[config.mk]
export PLATFORM = sky130hd
export DESIGN_NAME = cla_2_selftest
export DESIGN_NICKNAME = d
export VERILOG_FILES = /design/src/rtl/cla_2_selftest.sv
export SDC_FILE = /design/constraint.sdc
export NUM_CORES = 1
export LEC_CHECK = 0
export BUFFER_PORTS_ARGS = -buffer_cell sky130_fd_sc_hd__buf_2
export CAP_MARGIN = 20
export CORE_ASPECT_RATIO = 0.75
export CORE_UTILIZATION = 58
export DETAILED_ROUTE_END_ITERATION = 12
export PLACE_DENSITY_LB_ADDON = 0.12
export SLEW_MARGIN = 10
export SYNTH_ARGS = -nofsm -noshare
export SYNTH_HDL_FRONTEND = slang
export SYNTH_SLANG_ARGS = --single-unit
export TNS_END_PERCENT = 1
[constraint.sdc]
create_clock -name clk -period 3.3 [get_ports clk]
set_input_delay 0.495 -clock clk [delete_from_list [all_inputs] [get_ports clk]]
set_output_delay 0.495 -clock clk [all_outputs]
set_load 0.01 [all_outputs]
[src/rtl/cla_2_selftest.sv]
// Self-test sequencer for the 2-bit carry-lookahead slice cla_2.
// Sweeps all 32 {a,b,c_in} vectors, checks s/g_out/p_out against a
// built-in reference and reports pass, error count and first failing index.
// A debug output exposes the FSM state so checkers can bind to it.
module cla_2_selftest #(
    parameter int SETTLE = 1
) (
    input  logic       clk,
    input  logic       rst,
    input  logic       start,
    output logic [1:0] a,
    output logic [1:0] b,
    output logic       c_in,
    input  logic [1:0] s,
    input  logic       g_out,
    input  logic       p_out,
    output logic       busy,
    output logic       done,
    output logic       pass,
    output logic [5:0] err_count,
    output logic [4:0] first_fail,
    output logic [2:0] state_dbg
);

    // Handshake: start is a single-cycle request, accepted only when the
    // state is IDLE or DONE; it is dropped (not queued) while busy is high.

    typedef enum logic [2:0] {
        ST_IDLE  = 3'd0,
        ST_APPLY = 3'd1,
        ST_WAIT  = 3'd2,
        ST_CHECK = 3'd3,
        ST_DONE  = 3'd4
    } state_t;

    state_t      state_q, state_d;
    logic [4:0]  idx_q, idx_d;
    logic [3:0]  settle_q, settle_d;
    logic [1:0]  a_q, a_d, b_q, b_d;
    logic        c_q, c_d;
    logic        busy_q, busy_d, done_q, done_d, pass_q, pass_d;
    logic [5:0]  err_q, err_d;
    logic [4:0]  ff_q, ff_d;

    logic        g0, g1, p0, p1;
    logic [1:0]  exp_s;
    logic        exp_g, exp_p, mism;

    // Reference model of the lookahead slice, evaluated on the driven operands.
    always_comb begin
        g0    = a_q[0] & b_q[0];
        g1    = a_q[1] & b_q[1];
        p0    = a_q[0] ^ b_q[0];
        p1    = a_q[1] ^ b_q[1];
        exp_s = a_q + b_q + {1'b0, c_q};
        exp_g = g1 | (p1 & g0);
        exp_p = p1 & p0;
        mism  = (s != exp_s) | (g_out != exp_g) | (p_out != exp_p);
    end

    // Next-state and registered-output logic of the sweep sequencer.
    always_comb begin
        state_d  = state_q;
        idx_d    = idx_q;
        settle_d = settle_q;
        a_d      = a_q;
        b_d      = b_q;
        c_d      = c_q;
        busy_d   = busy_q;
        done_d   = done_q;
        pass_d   = pass_q;
        err_d    = err_q;
        ff_d     = ff_q;
        case (state_q)
            ST_IDLE, ST_DONE: begin
                if (start) begin
                    state_d = ST_APPLY;
                    idx_d   = 5'd0;
                    err_d   = 6'd0;
                    ff_d    = 5'd0;
                    busy_d  = 1'b1;
                    done_d  = 1'b0;
                    pass_d  = 1'b0;
                end
            end
            ST_APPLY: begin
                a_d = idx_q[4:3];
                b_d = idx_q[2:1];
                c_d = idx_q[0];
                if (SETTLE == 0) begin
                    state_d = ST_CHECK;
                end else begin
                    state_d  = ST_WAIT;
                    settle_d = 4'(SETTLE - 1);
                end
            end
            ST_WAIT: begin
                if (settle_q == 4'd0) begin
                    state_d = ST_CHECK;
                end else begin
                    settle_d = settle_q - 4'd1;
                end
            end
            ST_CHECK: begin
                if (mism) begin
                    err_d = err_q + 6'd1;
                    if (err_q == 6'd0) begin
                        ff_d = idx_q;
                    end
                end
                if (idx_q == 5'd31) begin
                    state_d = ST_DONE;
                    busy_d  = 1'b0;
                    done_d  = 1'b1;
                    pass_d  = (err_d == 6'd0);
                end else begin
                    idx_d   = idx_q + 5'd1;
                    state_d = ST_APPLY;
                end
            end
            default: begin
                state_d = ST_IDLE;
            end
        endcase
    end

    // State register with synchronous reset; reset overrides any start.
    always_ff @(posedge clk) begin
        if (rst) begin
            state_q  <= ST_IDLE;
            idx_q    <= 5'd0;
            settle_q <= 4'd0;
            a_q      <= 2'd0;
            b_q      <= 2'd0;
            c_q      <= 1'b0;
            busy_q   <= 1'b0;
            done_q   <= 1'b0;
            pass_q   <= 1'b0;
            err_q    <= 6'd0;
            ff_q     <= 5'd0;
        end else begin
            state_q  <= state_d;
            idx_q    <= idx_d;
            settle_q <= settle_d;
            a_q      <= a_d;
            b_q      <= b_d;
            c_q      <= c_d;
            busy_q   <= busy_d;
            done_q   <= done_d;
            pass_q   <= pass_d;
            err_q    <= err_d;
            ff_q     <= ff_d;
        end
    end

    assign a          = a_q;
    assign b          = b_q;
    assign c_in       = c_q;
    assign busy       = busy_q;
    assign done       = done_q;
    assign pass       = pass_q;
    assign err_count  = err_q;
    assign first_fail = ff_q;
    assign state_dbg  = state_q;

endmodule

==> summary.txt <==
Clocking
  – Cts bufs inserted: 5
  – Setup fix buffers added after clock tree synthesis: 0
  – Clock Sinks: 31
  – H-tree Lvls: 2
  – Cts hold-fix bufs: 0
  – Clock Path Buffers: 2
  – Skew-Pair Late Insertion Delay: 0.35 ns
  – Worst-path clk slew: 0.10 ns
  – Resized Gates After CTS: 0
  – CTS tree: built
  – Root Driver: clkbuf_4

Floorplan
  – Die Width: 61.9 um
  – Core ar.: 2420 um^2
  – Die Area: 2910 um^2
  – I/O pin total: 29
  – Starting Density: 0.645
  – Die Ht: 46.9 um
  – Row count: 15

Synth
  – Synth top area cells: dfxtp_1 (40%), ha_1 (5.6%), nor2_1 (5.5%), nand3_1 (4.8%), a21oi_1 (4.5%)
  – EDFF count, synth: 0
  – Synth Flop Type: dfxtp_1
  – Seq cells post-synth: 31
  – Cells after Synth: 183
  – Top-area cell type share of the netlist area: 0.397
  – Post-Syn Nets: 198
  – YS warnings: 0
  – Synthesized cell area: 1560 um^2
  – Seq/Total Area, Yosys: 0.397
  – Post-synth ARST share: 0
  – Netlist cell types: 38
  – Mapped Avg Cell Area: 8.53 um^2
  – Dominant cell type by area after synthesis: dfxtp_1

Timing
  – Fmax: 442 MHz
  – Crit share post-route: 0.686
  – Final setup viols: 0
  – TNS Setup: 0 ns
  – Worst Max-Slew Pin Slew: 0.572 ns
  – Hold_ws: 0.462 ns
  – RSZ-0062 raised after global routing: false
  – Hold Fails Final Rpt: 0
  – Final min period: 2.26 ns
  – Layout Skew: 0.0173 ns
  – Final Max Slew Viols: 0
  – Relative slew slack: 0.619

Pwr
  – Max VDD drop: 0.000289 V
  – Leak Pwr: 0.782 nW
  – Switching Fraction: 0.335
  – Overall Power: 0.800 mW
  – Pwr/cell area: 450 nW/um^2
  – Sw power: 0.268 mW
  – Seq pwr share: 0.514
  – Internal power: 0.531 mW
  – Clock power share: 0.274
  – Logic pwr share: 0.212

Global routing
  – Initial antenna violation count: 0
  – Largest net degree at the start of global routing: 33
  – GRT Total Usage: 0.289
  – Total global routing overflow: 0
  – First-pass GRT wire length: 5780 um
  – Vias in the first global route: 1214

Cells and area
  – Final Cell Area: 1780 um^2
  – Ant diodes: 0
  – Layout Nets: 227
  – Area grow syn2layout: 13.7%
  – Final core occ: 0.733
  – Proportion of layout cells with a drive suffix above 1: 0.188

Critical path
  – CP max FO: 6
  – Crit path launch: a[0]$_SDFFE_PP0P_
  – Data required time of the critical path: 3.57 ns
  – R2r startpoint: a[0]$_SDFFE_PP0P_
  – Critical path capture point type: flop
  – Worst setup path class: reg2reg
  – Worst Path Arrival: 2.54 ns
  – Worst setup SP type: flop

Placed design
  – GP Congestion: 0.830
  – Hpwl dp: 2630 um
  – Placed cell area: 1720 um^2
  – I/O Buffers: 28

Min path
  – Worst Hold Class: in2reg
  – Hold path start: start

Route
  – Final wirelength: 3640 um
  – DRT iter0 DRCs: 148
  – DR pass1 iterations: 4
  – Post-DRT Antenna Nets: 0
  – Total number of vias: 1444
  – # DRC: 0
  – Post-DR wirelength/cell: 14.7 um
  – Vias/cell: 5.85

Outcome
  – Outcome: complete, no violations

Flow run
  – Max_cap viols: 0
==> sequential cells by signal (all words and copies together), names as in the netlist <==
register / count
c_in: 1
b: 2
settle_q: 4
first_fail: 5
state_dbg: 3
a: 2
done: 1
err_count: 6
pass: 1
busy: 1
idx_q: 5
==> critical path, cell delays in order (launching register included) <==
cell,delay (ns)
dfxtp_1,0.37
fa_1,0.44
xor2_1,0.19
o21bai_1,0.23
a31oi_2,0.38
and3_1,0.30
nand3_1,0.11
a21oi_1,0.16
==> power by group through the flow <==
stage                     logic [mW]  registers (mW)  clock network (mW)
after floorplan                0.128           0.416                   0
after global placement         0.162           0.419                   0
after detailed placement       0.166           0.420                   0
after CTS                      0.167           0.411               0.222
after global routing           0.189           0.415               0.239
final                          0.169           0.411               0.219
==> synth_stat cells (all sizes together) (3+ instances only) <==
| library cell | number |
|---|---|
| dfxtp | 31 |
| nor2 | 23 |
| nand3 | 18 |
| nand2 | 15 |
| a21oi | 14 |
| xor2 | 8 |
| ha | 7 |
| inv | 7 |
| clkbuf | 6 |
| mux2i | 6 |
| nor3 | 6 |
| a22oi | 5 |
| and3 | 4 |
| a311oi | 3 |
| a31oi | 3 |
| and2 | 3 |
| o21ai | 3 |
==> layer usage <==
metal / wire length (um) / track usage / vias up
li1: - / - / 715
met1: 1660 / 0.391 / 661
met2: 1630 / 0.432 / 61
met3: 298 / 0.107 / 7
met4: 54 / 0.0933 / 0
met5: 0 / 0 / -
==> final timing paths <==
path | slack (ns) | cells past startpoint | endpoint
max | 1.04 | 7 | first_fail[0]$_SDFFE_PP0P_
min | 0.46 | 3 | state_dbg[2]$_SDFFE_PP0P_
max reg2reg | 1.04 | 7 | first_fail[0]$_SDFFE_PP0P_
min reg2reg | 0.47 | 2 | done$_SDFFE_PP0P_
==> area by class of cell <==
cell class / count / area [um^2]
timing repair buffer: 28 / 140
multi-input combinational: 139 / 892
sequential: 31 / 621
clock inverter: 2 / 12.5
tap: 34 / 42.5
inverter: 7 / 26.3
clock buffer: 6 / 41.3
fill: 200 / 646
==> stage by stage <==
stage          instances  setup WS [ns]
3_5_place_dp         239           1.08
4_1_cts              247           1.05
5_1_grt              247          0.908
6_report             247           1.04
3_3_place_gp         239           1.19
2_1_floorplan        183           1.27
==> cells in the final DEF (no fill, tap or decap), types with 6 or more instances in the layout <==
cell type,count
nor3_1,6
dfxtp_1,31
nand3_1,15
a21oi_1,14
buf_2,28
xor2_1,8
mux2i_1,6
nor2_1,23
ha_1,7
inv_1,7
nand2_1,15
==> logic make-up (layout without fill, tap and decap cells) <==
group,after synthesis,after routing,synth area share
compound gates,37,37,0.160
xor+xnor,10,10,0.0561
fa+ha+maj,8,8,0.0689
buf+inv,13,43,0.0313
flops,31,31,0.397
mux,6,6,0.0385
simple gates,78,78,0.248
Note: power is estimated with default switching activity, not from simulation.
